`src/rtl/sr_pkg.sv`:
```
// Shared types and default timing constants for the sr_latch driver slice.
//   state_e : driver FSM states (IDLE, PULSE, GAP)
//   cmd_e   : command kind; value equals the latch state it produces
package sr_pkg;

   typedef enum logic [1:0] {
      IDLE  = 2'd0,
      PULSE = 2'd1,
      GAP   = 2'd2
   } state_e;

   typedef enum logic {
      CMD_RST = 1'b0,
      CMD_SET = 1'b1
   } cmd_e;

   localparam int unsigned DEF_PULSE_CYC = 2;
   localparam int unsigned DEF_GAP_CYC   = 1;

endpackage

```
`src/rtl/sr_dcount.sv`:
```
// Loadable down-counter with zero flag; shared between pulse and gap timing.
// Ports:
//   clk, rst  : clock and asynchronous active-high reset
//   load      : load load_val this edge (takes priority over dec)
//   load_val  : value to load
//   dec       : decrement this edge; holds at zero
//   cnt       : current count
//   zero      : cnt == 0
module sr_dcount #(
   parameter int unsigned CW = 4
) (
   input  logic          clk,
   input  logic          rst,
   input  logic          load,
   input  logic [CW-1:0] load_val,
   input  logic          dec,
   output logic [CW-1:0] cnt,
   output logic          zero
);

   logic [CW-1:0] cnt_q;

   always_ff @(posedge clk or posedge rst) begin
      if (rst) begin
         cnt_q <= '0;
      end else if (load) begin
         cnt_q <= load_val;
      end else if (dec && (cnt_q != '0)) begin
         cnt_q <= cnt_q - 1'b1;
      end
   end

   assign cnt  = cnt_q;
   assign zero = (cnt_q == '0);

endmodule

```
`src/rtl/sr_latch_driver.sv`:
```
// Sequencer in front of sr_latch: turns level set/reset requests into
// mutually exclusive, fixed-width S/R pulses followed by dead time, then
// compares the fed-back latch output with the expected state.
// Ports:
//   clk, rst        : clock and asynchronous active-high reset
//   set_req/rst_req : level requests, sampled only in IDLE, held until ack
//   q_fb            : latch Q fed back (same clock domain)
//   S, R            : registered latch drives, never both high
//   busy            : high in PULSE and GAP
//   ack             : one cycle, first GAP cycle of a command
//   conflict        : one cycle, both requests seen in IDLE (reset wins)
//   mismatch        : one cycle after GAP when q_fb != q_exp
//   q_exp, q_valid  : expected latch state and whether it is known yet
module sr_latch_driver
   import sr_pkg::*;
#(
   parameter int unsigned PULSE_CYC = DEF_PULSE_CYC,
   parameter int unsigned GAP_CYC   = DEF_GAP_CYC,
   parameter int unsigned CW        = 4
) (
   input  logic clk,
   input  logic rst,
   input  logic set_req,
   input  logic rst_req,
   input  logic q_fb,
   output logic S,
   output logic R,
   output logic busy,
   output logic ack,
   output logic conflict,
   output logic mismatch,
   output logic q_exp,
   output logic q_valid
);

   localparam logic [CW-1:0] PulseLoad = CW'(PULSE_CYC - 1);
   localparam logic [CW-1:0] GapLoad   = CW'(GAP_CYC - 1);

   state_e state_q, state_d;
   cmd_e   cmd_q, cmd_d;

   logic          cnt_load, cnt_dec, cnt_zero;
   logic [CW-1:0] cnt_val, cnt;

   logic s_q, s_d, r_q, r_d, busy_q, busy_d, ack_q, ack_d;
   logic conflict_q, conflict_d, mismatch_q, mismatch_d;
   logic q_exp_q, q_exp_d, q_valid_q, q_valid_d;

   sr_dcount #(
      .CW (CW)
   ) u_dcount (
      .clk      (clk),
      .rst      (rst),
      .load     (cnt_load),
      .load_val (cnt_val),
      .dec      (cnt_dec),
      .cnt      (cnt),
      .zero     (cnt_zero)
   );

   // State and output registers
   always_ff @(posedge clk or posedge rst) begin
      if (rst) begin
         state_q    <= IDLE;
         cmd_q      <= CMD_RST;
         s_q        <= 1'b0;
         r_q        <= 1'b0;
         busy_q     <= 1'b0;
         ack_q      <= 1'b0;
         conflict_q <= 1'b0;
         mismatch_q <= 1'b0;
         q_exp_q    <= 1'b0;
         q_valid_q  <= 1'b0;
      end else begin
         state_q    <= state_d;
         cmd_q      <= cmd_d;
         s_q        <= s_d;
         r_q        <= r_d;
         busy_q     <= busy_d;
         ack_q      <= ack_d;
         conflict_q <= conflict_d;
         mismatch_q <= mismatch_d;
         q_exp_q    <= q_exp_d;
         q_valid_q  <= q_valid_d;
      end
   end

   // Next state and counter control
   always_comb begin
      state_d  = state_q;
      cmd_d    = cmd_q;
      cnt_load = 1'b0;
      cnt_val  = '0;
      cnt_dec  = 1'b0;
      unique case (state_q)
         IDLE: begin
            // Reset has priority over set
            if (rst_req) begin
               state_d  = PULSE;
               cmd_d    = CMD_RST;
               cnt_load = 1'b1;
               cnt_val  = PulseLoad;
            end else if (set_req) begin
               state_d  = PULSE;
               cmd_d    = CMD_SET;
               cnt_load = 1'b1;
               cnt_val  = PulseLoad;
            end
         end
         PULSE: begin
            if (cnt_zero) begin
               state_d  = GAP;
               cnt_load = 1'b1;
               cnt_val  = GapLoad;
            end else begin
               cnt_dec = 1'b1;
            end
         end
         GAP: begin
            if (cnt_zero) begin
               state_d = IDLE;
            end else begin
               cnt_dec = 1'b1;
            end
         end
         default: state_d = IDLE;
      endcase
   end

   // Registered outputs derived from the upcoming state so they align with it
   always_comb begin
      s_d        = (state_d == PULSE) && (cmd_d == CMD_SET);
      r_d        = (state_d == PULSE) && (cmd_d == CMD_RST);
      busy_d     = (state_d != IDLE);
      ack_d      = (state_q == PULSE) && (state_d == GAP);
      conflict_d = (state_q == IDLE) && set_req && rst_req;
      mismatch_d = (state_q == GAP) && (state_d == IDLE) && (q_fb != q_exp_q);
      q_exp_d    = ack_d ? logic'(cmd_q) : q_exp_q;
      q_valid_d  = q_valid_q | ack_d;
   end

   assign S        = s_q;
   assign R        = r_q;
   assign busy     = busy_q;
   assign ack      = ack_q;
   assign conflict = conflict_q;
   assign mismatch = mismatch_q;
   assign q_exp    = q_exp_q;
   assign q_valid  = q_valid_q;

endmodule

```
`config.mk`:
```
export PLATFORM = sky130hd
export DESIGN_NAME = sr_latch_driver
export DESIGN_NICKNAME = d
export VERILOG_FILES = /design/src/rtl/sr_pkg.sv /design/src/rtl/sr_dcount.sv /design/src/rtl/sr_latch_driver.sv
export SDC_FILE = /design/constraint.sdc
export NUM_CORES = 1
export LEC_CHECK = 0
export ABC_CLOCK_PERIOD_IN_PS = 2950
export BUFFER_PORTS_ARGS = -buffer_cell sky130_fd_sc_hd__buf_2
export CAP_MARGIN = 10
export CORE_AREA = 2 2 40 42
export DETAILED_ROUTE_END_ITERATION = 10
export DIE_AREA = 0 0 42 44
export GPL_ROUTABILITY_DRIVEN = 1
export PLACE_DENSITY_LB_ADDON = 0.3
export SLEW_MARGIN = 20
export SYNTH_ARGS = -nofsm -noshare
export SYNTH_HDL_FRONTEND = slang
export SYNTH_SLANG_ARGS = --single-unit
```
`constraint.sdc`:
```
create_clock -name clk -period 2.95 [get_ports clk]
set_input_delay 0.295 -clock clk [delete_from_list [all_inputs] [get_ports clk]]
set_output_delay 0.295 -clock clk [all_outputs]
set_load 0.01 [all_outputs]
```
Word-level counts from Yosys, hierarchy flattened
Cells that the tools add are included.
- bits in registers: 15
- input port bits: 5
- output and inout port bits: 8
- logic and storage cells: 53
- add/sub/neg operators: 1
- equality and inequality tests: 5
- mux-type cells: 19
- bitwise gates (word level): 2
- reduce and logical (&&, ||, !) cells: 15
- operators by type and width (operator ; count):
    $mux 1 ; 11
    $logic_and 1x1->1 ; 8
    $mux 2 ; 4
    $mux 4 ; 2
    $pmux 2 s3 ; 1
    $eq 2x1->1 const B ; 2
    $eq 2x2->1 const B ; 2
    $logic_not 2->1 ; 2
    $logic_not 4->1 ; 1
    $reduce_bool 2->1 ; 2
    $reduce_bool 4->1 ; 1
    $sub 4x1->4 const B ; 1
    $pmux 1 s2 ; 1
    $reduce_or 2->1 ; 1
    $ne 1x1->1 ; 1
    $not 1->1 ; 1
    $or 1x1->1 ; 1

Logic depth before layout (Yosys ltp)
- depth in word-level cells: 6
- gate-level depth with buffers: 7
- mapped depth without buffers: 7

By module
A second synthesis with hierarchy kept.
- cells, all modules: 75
- area, all modules: 783.3 um^2
- modules (own cells, without submodules) (module ; times used ; cells each ; area each (um^2) ; sequential area each (um^2)):
    sr_latch_driver ; 1 ; 47 ; 521.8 ; 275.3
    sr_dcount ; 1 ; 28 ; 261.5 ; 100.1

Worst setup path after synthesis
Ideal clock, no wire load.
- path type: register to register
- start: register state_q[1]
- end: register u_dcount.cnt_q[3] (netlist: u_dcount.cnt[3])
- library setup time: 0.071 ns
- arrival time: 1.635 ns
- data required time: 2.879 ns
- path slack: 1.243 ns
- cell stages (with the launch flop): 7
- buffers on the path: 0
- period minus slack after synthesis: 1.707 ns
- cells stage by stage: dfrtp_1 inv_1 ha_1 or4b_2 nor3_1 a21oi_1 nor2_1
- cells in the longest elaborated chain, start to end: 5
- elaborated cells between the ends (all ways): 9
- classes of those cells: eq/ne: 2; mux: 3; reduce/logical: 4
- RTL lines (element ; line ; text):
    start: declaration ; sr_latch_driver.sv:39 ; state_e state_q, state_d;
    start signal: assignment ; sr_latch_driver.sv:75 ; state_q <= state_d;
    $eq 2x1->1 or $eq 2x2->1 (tied branches) ; sr_latch_driver.sv:95 ; unique case (state_q)
    $reduce_or 2->1 (no source line) ; n/a ;
    $mux 1 ; n/a ;
    $logic_and 1x1->1 ; sr_dcount.sv:28 ; end else if (dec && (cnt_q != '0)) begin
    $reduce_bool 2->1 (no source line) ; n/a ;
    end signal: assignment ; sr_dcount.sv:27 ; cnt_q <= load_val;
    end signal: assignment ; sr_dcount.sv:29 ; cnt_q <= cnt_q - 1'b1;
    end: declaration ; sr_dcount.sv:21 ; logic [CW-1:0] cnt_q;
Several ways; a longest one is shown, not always the timed one.
A chain may end at the register's enable or synchronous reset.

Worst setup path after layout
Same ends and word-level chain as after synthesis.

==> flow_summary.toml <==
[placement]
placedCellCount = 95
io_buffers = 12
globalplace.congestion = 0.833
hpwl_um = 947
dp_slack_ns = 1.12

[routing]
drc = 0
dr_total_vias = 526
drt_iter0_markers = 6
routed_wl_um = 1250
ant_nets = 0
wl_per_cell_um = 12.6
drt_pre_antenna_iters = 2
viasPerCell = 5.31

[critical_path]
r2r-start = "state_q[1]$_DFF_PP0_"
rrSetupSlack_ns = 1.09
crit_path_end_kind = "flop"
cp_max_fo = 6
startpoint_type = "flop"
cp.arrival_ns = 2.08
required_ns = 3.17
crit_type = "flop to flop"
worstPathCellList = "inv_1 -> ha_1 -> or4b_2 -> nor3_1 -> a21oi_1 -> nor2_1"
max_stage_delay_ns = 0.62
crit_start = "state_q[1]$_DFF_PP0_"
worst_path_max_delay_cell = "or4b_2"

[timing]
relSlewSlack = 0.630
setup_viol = 0
clock_skew_ns = 0.00524
tightest_slew_ns = 0.555
drv_slew = 0
setup_slack_ns = 1.09
finalCritPeriodShare = 0.630
setup_tns_ns = 0
post-route-min-period_ns = 1.86
rsz0062_at_grt = "no"
fmax_ghz = 0.538
hold_viol = 0

[power]
p_int_uw = 522
clkPwrFrac = 0.130
p_leak_uw = 0.000422
swShare = 0.409
power_frac_seq = 0.370
power_frac_comb = 0.500
p_per_area_mw_per_mm2 = 1030
p_switching_uw = 361
peakVddDrop_v = 0.000416

[outcome]
outcome = "finished, final reports clean"

[job]
drv_cap = 0

[clock_tree]
cts_tree = "yes"
path_clk_slew_ns = 0.09
cts_inserted_buffers = 3
post_cts_resized = 0
cts.sinks = 15
clk_path_buf_depth = 2
cts-htree-levels = 1
cts.hold.buffers_added = 0
root_buffer = "clkbuf_4"
cts_setup_buffers = 0
clk-insertion-delay-late_ns = 0.28

[layout]
area_delta_synth_final_pct = 14.2
nFillCells = 130
instances_no_fill = 99
diodes = 0
largest_reg_flops = 4
drive_above_1_share = 0.313
regArea_um2 = 375
multiInputGateArea_um2 = 350
post-route-util = 0.602
finalNetCount = 94

[synth]
synth_nets = 77
synth-seq-area-share = 0.502
synth_top_cell_by_area = "dfrtp_1"
ys_ff_latch = 15
yosysWarnings = 0
async_flop_share = 1.00
synth_area_per_cell_um2 = 11.2
syn-instance-count = 67
synth_ff_type = "dfrtp_1"
yosysTopAreaCellShare = 0.502
synth-edff-count = 0
netlist_area_um2 = 748
synth.area.top_cells = "dfrtp_1 (50%), ha_1 (8.4%), a21oi_1 (4.0%)"
yosys.cell_types.count = 26

[global_route]
first_global_vias = 520
grt_max_degree = 16
grt_usage = 0.161
grt_pass1_wl_um = 2090
grt-ovfl-total = 0
antenna_found_initial = 0

[die]
die_y_um = 44
die-area_mm2 = 0.00185
num_rows = 14
die_w_um = 42
core-area_mm2 = 0.00142
initial_core_util = 0.527
boundaryPins = 13

[min_path]
hp-class = "primary input to asynchronous set/reset pin"
-- stage by stage --
step,instance area (um^2),hold WS [ns],total power (uW)
finish,855,0.0445,882
global route,855,0.0794,960
CTS,855,0.0676,891
detailed placement,828,0.380,771
global placement,828,0.368,756
floorplan,748,0.196,667
-- critical path, delay by kind of cell (launching register included) --
family          cells  cell delay [ns]
buf+inv             1             0.09
fa+ha+maj           1             0.36
flops               1             0.45
simple gates        3             0.85
compound gates      1             0.06
-- cell usage in the layout (no fill, tap or decap), types with 2 or more instances in the layout --
cell type	count
dfrtp_1	15
a21oi_1	6
nor3_2	3
or2_2	2
o21ai_0	2
nand2b_1	2
ha_1	5
inv_1	6
buf_2	12
clkbuf_4	3
nor2_1	5
nand2_1	5
-- cells by family after synthesis --
logic type               Yosys count  synth area share
flip-flops                        15             0.502
XOR/XNOR                           1            0.0117
AND/OR/NAND/NOR                   26             0.232
adder cells (fa/ha/maj)            5            0.0836
AO/OA/AOI/OAI                     12             0.112
buffers and inverters              6            0.0301
multiplexers                       2            0.0284
-- synthesized netlist by cell type (2+ instances only) --
cell	n
dfrtp_1	15
or2_2	2
a21oi_1	6
o21ai_0	2
ha_1	5
inv_1	6
nor3_2	3
nor2_1	5
nand2_1	5
nand2b_1	2
-- routing by layer --
metal	track usage	routed length [um]	part of all wire
met1	0.184	569	0.46
met2	0.253	586	0.47
met3	0.0542	60	0.048
met4	0.116	32	0.026
met5	0	0	0
-- worst paths after layout --
path / to / cells after the start
max: u_dcount.cnt[3]$_DFFE_PP0P_ / 6
min: u_dcount.cnt[2]$_DFFE_PP0P_ / 2
max reg2reg: u_dcount.cnt[3]$_DFFE_PP0P_ / 6
min reg2reg: q_valid$_DFF_PP0_ / 1
max in group asynchronous: state_q[0]$_DFF_PP0_ / 2
min in group clk: cmd_q$_DFF_PP0_ / 2
-- power by group through the flow --
| stage | logic, uW | clock network, uW | registers [uW] |
|---|---|---|---|
| final | 441 | 115 | 326 |
| after global routing | 490 | 135 | 334 |
| after CTS | 443 | 121 | 326 |
| after detailed placement | 441 | 0 | 330 |
| after global placement | 430 | 0 | 326 |
| after floorplan | 330 | 0 | 337 |
-- area by class of cell --
type / instances / area share
well taps: 16 / 0.0234
repair buffers: 12 / 0.0703
inverters: 6 / 0.0264
clock buffers: 4 / 0.0307
flip-flops and latches: 15 / 0.439
multi-input cells: 46 / 0.410
No activity file was read; power rests on OpenSTA's default activity.
